===== config.mk =====
export PLATFORM = sky130hd
export DESIGN_NAME = cam_capture_ctrl
export DESIGN_NICKNAME = d
export VERILOG_FILES = /design/src/rtl/cam_capture_ctrl.sv
export SDC_FILE = /design/constraint.sdc
export NUM_CORES = 1
export LEC_CHECK = 0
export CORE_UTILIZATION = 42
export DETAILED_ROUTE_END_ITERATION = 12
export PLACE_DENSITY = 0.62
export SKIP_LAST_GASP = 1
export SYNTH_ARGS = -nofsm -noshare
export SYNTH_HDL_FRONTEND = slang
export SYNTH_SLANG_ARGS = --single-unit

===== constraint.sdc =====
create_clock -name clk -period 7.5 [get_ports clk]
set_input_delay 1.5 -clock clk [delete_from_list [all_inputs] [get_ports clk]]
set_output_delay 1.5 -clock clk [all_outputs]
set_load 0.005 [all_outputs]

===== src/rtl/cam_capture_ctrl.sv =====
// OV7670 capture engine: pairs RGB565 bytes into pixels, reformats, decimates and
// writes them linearly into the frame buffer with single-shot/continuous framing.
module cam_capture_ctrl #(
  parameter int AW     = 15,
  parameter int DW     = 8,
  parameter int MAX_PX = 19200
) (
  input  logic          clk,
  input  logic          rst,
  input  logic          vsync,
  input  logic          href,
  input  logic [7:0]    px_data,
  input  logic          capture_req,
  input  logic          cont,
  input  logic [1:0]    mode,
  input  logic [1:0]    decim,
  output logic [AW-1:0] mem_px_addr,
  output logic [DW-1:0] mem_px_data,
  output logic          px_wr,
  output logic          busy,
  output logic          frame_done,
  output logic          overflow,
  output logic [AW:0]   px_count
);
  localparam int FW = (DW > 16) ? DW : 16;
  localparam logic [AW:0] MAX_V = (AW+1)'(MAX_PX);

  typedef enum logic [1:0] {S_IDLE, S_WAIT_VS, S_CAPTURE} state_e;

  state_e        state_q, state_d;
  logic          vs_q, vs_d, href_q, href_d, phase_q, phase_d;
  logic [7:0]    hi_q, hi_d;
  logic [1:0]    mode_q, mode_d, decim_q, decim_d;
  logic [AW:0]   addr_q, addr_d, cnt_q, cnt_d;
  logic [AW-1:0] col_q, col_d, line_q, line_d, wa_q, wa_d;
  logic [DW-1:0] wd_q, wd_d;
  logic          wr_q, wr_d, busy_q, busy_d, fd_q, fd_d, ovf_q, ovf_d;

  logic          vs_fall, vs_rise, h_rise, h_fall, pix_done, keep, room;
  logic [1:0]    msk;
  logic [15:0]   pix;
  logic [4:0]    r5, b5;
  logic [5:0]    g6;
  logic [7:0]    r8, g8, b8;
  logic [9:0]    gsum;
  logic [FW-1:0] fmt;

  assign vs_fall  = vs_q & ~vsync;
  assign vs_rise  = ~vs_q & vsync;
  assign h_rise   = href & ~href_q;
  assign h_fall   = ~href & href_q;
  assign pix_done = (state_q == S_CAPTURE) & href & phase_q;
  assign room     = (addr_q < MAX_V);

  always_comb begin
    case (decim_q)
      2'b00:   msk = 2'b00;
      2'b01:   msk = 2'b01;
      default: msk = 2'b11;
    endcase
  end

  // Keep only pixels on the decimation grid of both column and line.
  assign keep = ((col_q[1:0] & msk) == 2'b00) && ((line_q[1:0] & msk) == 2'b00);

  always_comb begin
    pix  = {hi_q, px_data};
    r5   = pix[15:11];
    g6   = pix[10:5];
    b5   = pix[4:0];
    r8   = {r5, r5[4:2]};
    g8   = {g6, g6[5:4]};
    b8   = {b5, b5[4:2]};
    gsum = {2'b00, r8} + {1'b0, g8, 1'b0} + {2'b00, b8};
    fmt  = '0;
    case (mode_q)
      2'b00:   fmt[7:0]  = {r5[4:2], g6[5:3], b5[4:3]};
      2'b01:   fmt[11:0] = {r5[4:1], g6[5:2], b5[4:1]};
      2'b10:   fmt[7:0]  = 8'(gsum >> 2);
      default: fmt[15:0] = pix;
    endcase
  end

  always_comb begin
    state_d = state_q;
    vs_d    = vsync;
    href_d  = href;
    phase_d = 1'b0;
    hi_d    = hi_q;
    mode_d  = mode_q;
    decim_d = decim_q;
    addr_d  = addr_q;
    col_d   = col_q;
    line_d  = line_q;
    wa_d    = wa_q;
    wd_d    = wd_q;
    wr_d    = 1'b0;
    fd_d    = 1'b0;
    ovf_d   = ovf_q;
    cnt_d   = cnt_q;
    case (state_q)
      S_IDLE: if (capture_req) state_d = S_WAIT_VS;
      S_WAIT_VS: begin
        if (vs_fall) begin
          state_d = S_CAPTURE;
          mode_d  = mode;
          decim_d = decim;
          addr_d  = '0;
          col_d   = '0;
          line_d  = '0;
          ovf_d   = 1'b0;
        end
      end
      S_CAPTURE: begin
        if (href) begin
          phase_d = ~phase_q;
          if (!phase_q) hi_d = px_data;
        end
        if (h_rise)        col_d = '0;
        else if (pix_done) col_d = col_q + AW'(1);
        if (h_fall) line_d = line_q + AW'(1);
        if (pix_done && keep) begin
          if (room) begin
            wa_d   = addr_q[AW-1:0];
            wd_d   = DW'(fmt);
            wr_d   = 1'b1;
            addr_d = addr_q + (AW+1)'(1);
          end else begin
            ovf_d  = 1'b1;
          end
        end
        // A pixel completing on the vs_rise edge is still counted via addr_d.
        if (vs_rise) begin
          fd_d    = 1'b1;
          cnt_d   = addr_d;
          phase_d = 1'b0;
          state_d = cont ? S_WAIT_VS : S_IDLE;
        end
      end
      default: state_d = S_IDLE;
    endcase
    busy_d = (state_d != S_IDLE);
  end

  always_ff @(posedge clk or negedge rst) begin
    if (!rst) begin
      state_q <= S_IDLE;
      vs_q    <= 1'b0;
      href_q  <= 1'b0;
      phase_q <= 1'b0;
      hi_q    <= '0;
      mode_q  <= '0;
      decim_q <= '0;
      addr_q  <= '0;
      col_q   <= '0;
      line_q  <= '0;
      wa_q    <= '0;
      wd_q    <= '0;
      wr_q    <= 1'b0;
      busy_q  <= 1'b0;
      fd_q    <= 1'b0;
      ovf_q   <= 1'b0;
      cnt_q   <= '0;
    end else begin
      state_q <= state_d;
      vs_q    <= vs_d;
      href_q  <= href_d;
      phase_q <= phase_d;
      hi_q    <= hi_d;
      mode_q  <= mode_d;
      decim_q <= decim_d;
      addr_q  <= addr_d;
      col_q   <= col_d;
      line_q  <= line_d;
      wa_q    <= wa_d;
      wd_q    <= wd_d;
      wr_q    <= wr_d;
      busy_q  <= busy_d;
      fd_q    <= fd_d;
      ovf_q   <= ovf_d;
      cnt_q   <= cnt_d;
    end
  end

  assign mem_px_addr = wa_q;
  assign mem_px_data = wd_q;
  assign px_wr       = wr_q;
  assign busy        = busy_q;
  assign frame_done  = fd_q;
  assign overflow    = ovf_q;
  assign px_count    = cnt_q;
endmodule


==> flow_summary.ini <==
[cells_and_area]
final_common_cell = nand2_1
area_growth_pct = 21.9
diodes = 0
drive_gt1_share_pct = 9.17
layout_common_cells = nand2_1 (95), dfrtp_1 (80), clkdlybuf4s50_1 (59), nor2_1 (29), a21oi_1 (25)
design_area_mm2 = 0.00511
fin_nets = 510
final_cell_count_no_fill = 613

[power]
powerDensity_mw_per_mm2 = 329
switchingPower_mw = 0.578
ir_drop_mv = 0.152
p_leak_nw = 2.18
clock_power_share_pct = 23.4
swShare_pct = 34.4
power_frac_seq_pct = 37.2
p_comb_share_pct = 39.4
p_int_mw = 1.10

[floorplan]
die_w_um = 102
start_util_pct = 43.1
rows = 36
die_area_mm2 = 0.0104
ioPinCount = 61
core_area_mm2 = 0.00973
die_h_um = 102

[placed_design]
place_area_mm2 = 0.00487
place_hpwl_um = 6570
place_congestion = 0.898
dp_cells = 598
port-buffer-count = 60

[route]
drtAntennaViolNets = 0
vias_per_cell = 5.26
drc = 0
drt-total-wl_um = 9340
dr.first_iter.drc_count = 199
vias = 3222
first_pass_iters = 4
wl_per_cell_um = 15.2

[worst_setup_path]
critPathSlowestCell = clkdlybuf4s50_1
worst_setup_path_start_kind = input port
crit_arrival_ns = 4.39
slowest_delay_ns = 0.57
cp-end-kind = flop
critPathMostFrequentCell = fa_1
cp.required_ns = 7.75
critical_path_class = input port to flop
cp_max_fo = 5
crit_chain = clkdlybuf4s50_1 -> inv_1 -> fa_1 -> nand3b_1 -> fa_1 -> nor2b_1 -> o31a_1 -> a21oi_1 -> mux4_2 -> mux2_2

[grt]
grt_max_degree = 81
gr-total-overflow = 0
grt_use_total_pct = 19.5
grt_pass1_vias = 3019
antenna_found_initial = 0
grt_pass1_wl_um = 15500

[yosys]
synth_edf_count = 0
synth_cell_types = 56
synth_area_per_cell_um2 = 9.83
syn_area_mm2 = 0.00419
synth_nets = 460
yosys_register_bits = 80
synth_top_cell_area_share_pct = 47.8
synthTopCellsByArea = dfrtp_1 (48%), nand2_1 (8.5%), fa_1 (3.8%)
yosys_warnings = 0
yosys.area.top_type = dfrtp_1
synthFlopType = dfrtp_1
synthCells = 426
synth-async-reset-ratio_pct = 100
seq_area_frac_synth_pct = 47.8

[clock_network]
root_buffer = clkbuf_8
cts_buffer_depth = 2
cts_inserted_buffers = 9
cts_tree = yes
postCtsSetupRepairBufs = 0
numClockSinks = 80
clock_latency_ns = 0.35
path_clk_slew_ns = 0.09
post_cts_resized = 0
htreeDepth = 3
hold_buffers = 0

[timing]
max_freq_mhz = 242
finalHoldViolCount = 0
finalClockSkew_ns = 0.0127
timing.final.max_slew_violations = 0
finalCritPeriodShare_pct = 55.2
fin_crit_ns = 4.14
rsz0062_at_grt = false
slew_headroom_pct = 24.3
worst_pin_slew_ns = 1.14
setup_viol = 0
final.setup.tns_ns = 0

[run]
maxCapViolations = 0

[worst_hold_path]
hp-class = flop to flop

[outcome]
status = completed
[metal layers]
| metal | global-route usage (%) | part of all wire [%] | up-vias |
|---|---|---|---|
| li1 | - | - | 1552 |
| met1 | 29.0 | 49 | 1565 |
| met2 | 29.4 | 45 | 90 |
| met3 | 2.60 | 4.6 | 15 |
| met4 | 6.92 | 1.6 | 0 |
| met5 | 0 | 0 | - |
[final timing paths]
check	start	endpoint	slack [ns]	cells after the start
worst min-delay path	mem_px_addr[9]	mem_px_addr[9]	0.48	2
worst max register to register	col_q[0]	mem_px_data[3]	4.40	5
worst min register to register	mem_px_addr[9]	mem_px_addr[9]	0.48	2
max in group asynchronous	rst	hi_q[7]	5.55	1
min in group asynchronous	rst	px_count[11]	1.32	1
worst max-delay path	px_data[3]	mem_px_data[3]	3.36	10
[cell type report]
class | instances | area (µm²)
fillers | 899 | 4620
inverters | 11 | 41.3
clock buffers | 10 | 138
clock inverters | 5 | 104
well taps | 133 | 166
repair buffers | 62 | 613
flip-flops and latches | 80 | 2000
multi-input cells | 312 | 2040
[registers in the layout, indices dropped and copies added, names as in the netlist]
signal	count
frame_done	1
busy	1
line_q	2
px_wr	1
state_q	2
mem_px_data	8
addr_q	16
overflow	1
px_count	16
vs_q	1
col_q	2
decim_q	2
mode_q	2
hi_q	8
href_q	1
mem_px_addr	15
phase_q	1
[cell usage after synthesis (all sizes together) (2+ instances only)]
library cell  number
clkbuf            17
fa                 8
nand4              5
o21ai             23
nor2b              5
ha                 8
buf                6
xnor2             14
nand2             95
nor2              29
mux2               9
inv               11
mux2i             13
a21oi             25
nand2b             4
mux4               4
nor3              11
a21o               3
or2                2
a31oi              2
nor4               8
nand3b             3
nand3             11
xor2               2
o22ai              2
and3               5
or4                2
and2               3
dfrtp             80
[power groups by stage]
stage / registers [mW] / logic (mW) / clock network (mW)
2_1_floorplan: 0.594 / 0.457 / 0
3_3_place_gp: 0.630 / 0.654 / 0
3_5_place_dp: 0.634 / 0.657 / 0
4_1_cts: 0.625 / 0.661 / 0.398
5_1_grt: 0.641 / 0.743 / 0.415
6_report: 0.623 / 0.662 / 0.393
[critical path, delay by kind of cell]
kind / cells / cell delay, ns
AOI/OAI and AO/OA: 2 / 0.24
buffers and inverters: 2 / 0.68
adders and majority gates: 2 / 0.91
muxes: 2 / 0.71
and+or+nand+nor: 2 / 0.34
[per-stage QoR]
stage | hold slack, ns | setup slack, ns | power (mW) | util (%)
finish | 0.478 | 3.36 | 1.68 | 52.5
global route | 0.503 | 3.19 | 1.80 | 52.5
detailed placement | 0.465 | 2.98 | 1.29 | 50.0
CTS | 0.487 | 3.37 | 1.68 | 52.5
global placement | 0.465 | 3.05 | 1.28 | 50.0
floorplan | 0.439 | 3.77 | 1.05 | -
[cells by family after synthesis]
family,synth area share (%)
flops,47.8
mux,7.68
fa+ha+maj,6.21
xor+xnor,3.35
buf+inv,3.43
compound gates,9.11
simple gates,22.4
No activity file was read; power rests on OpenSTA's default activity.
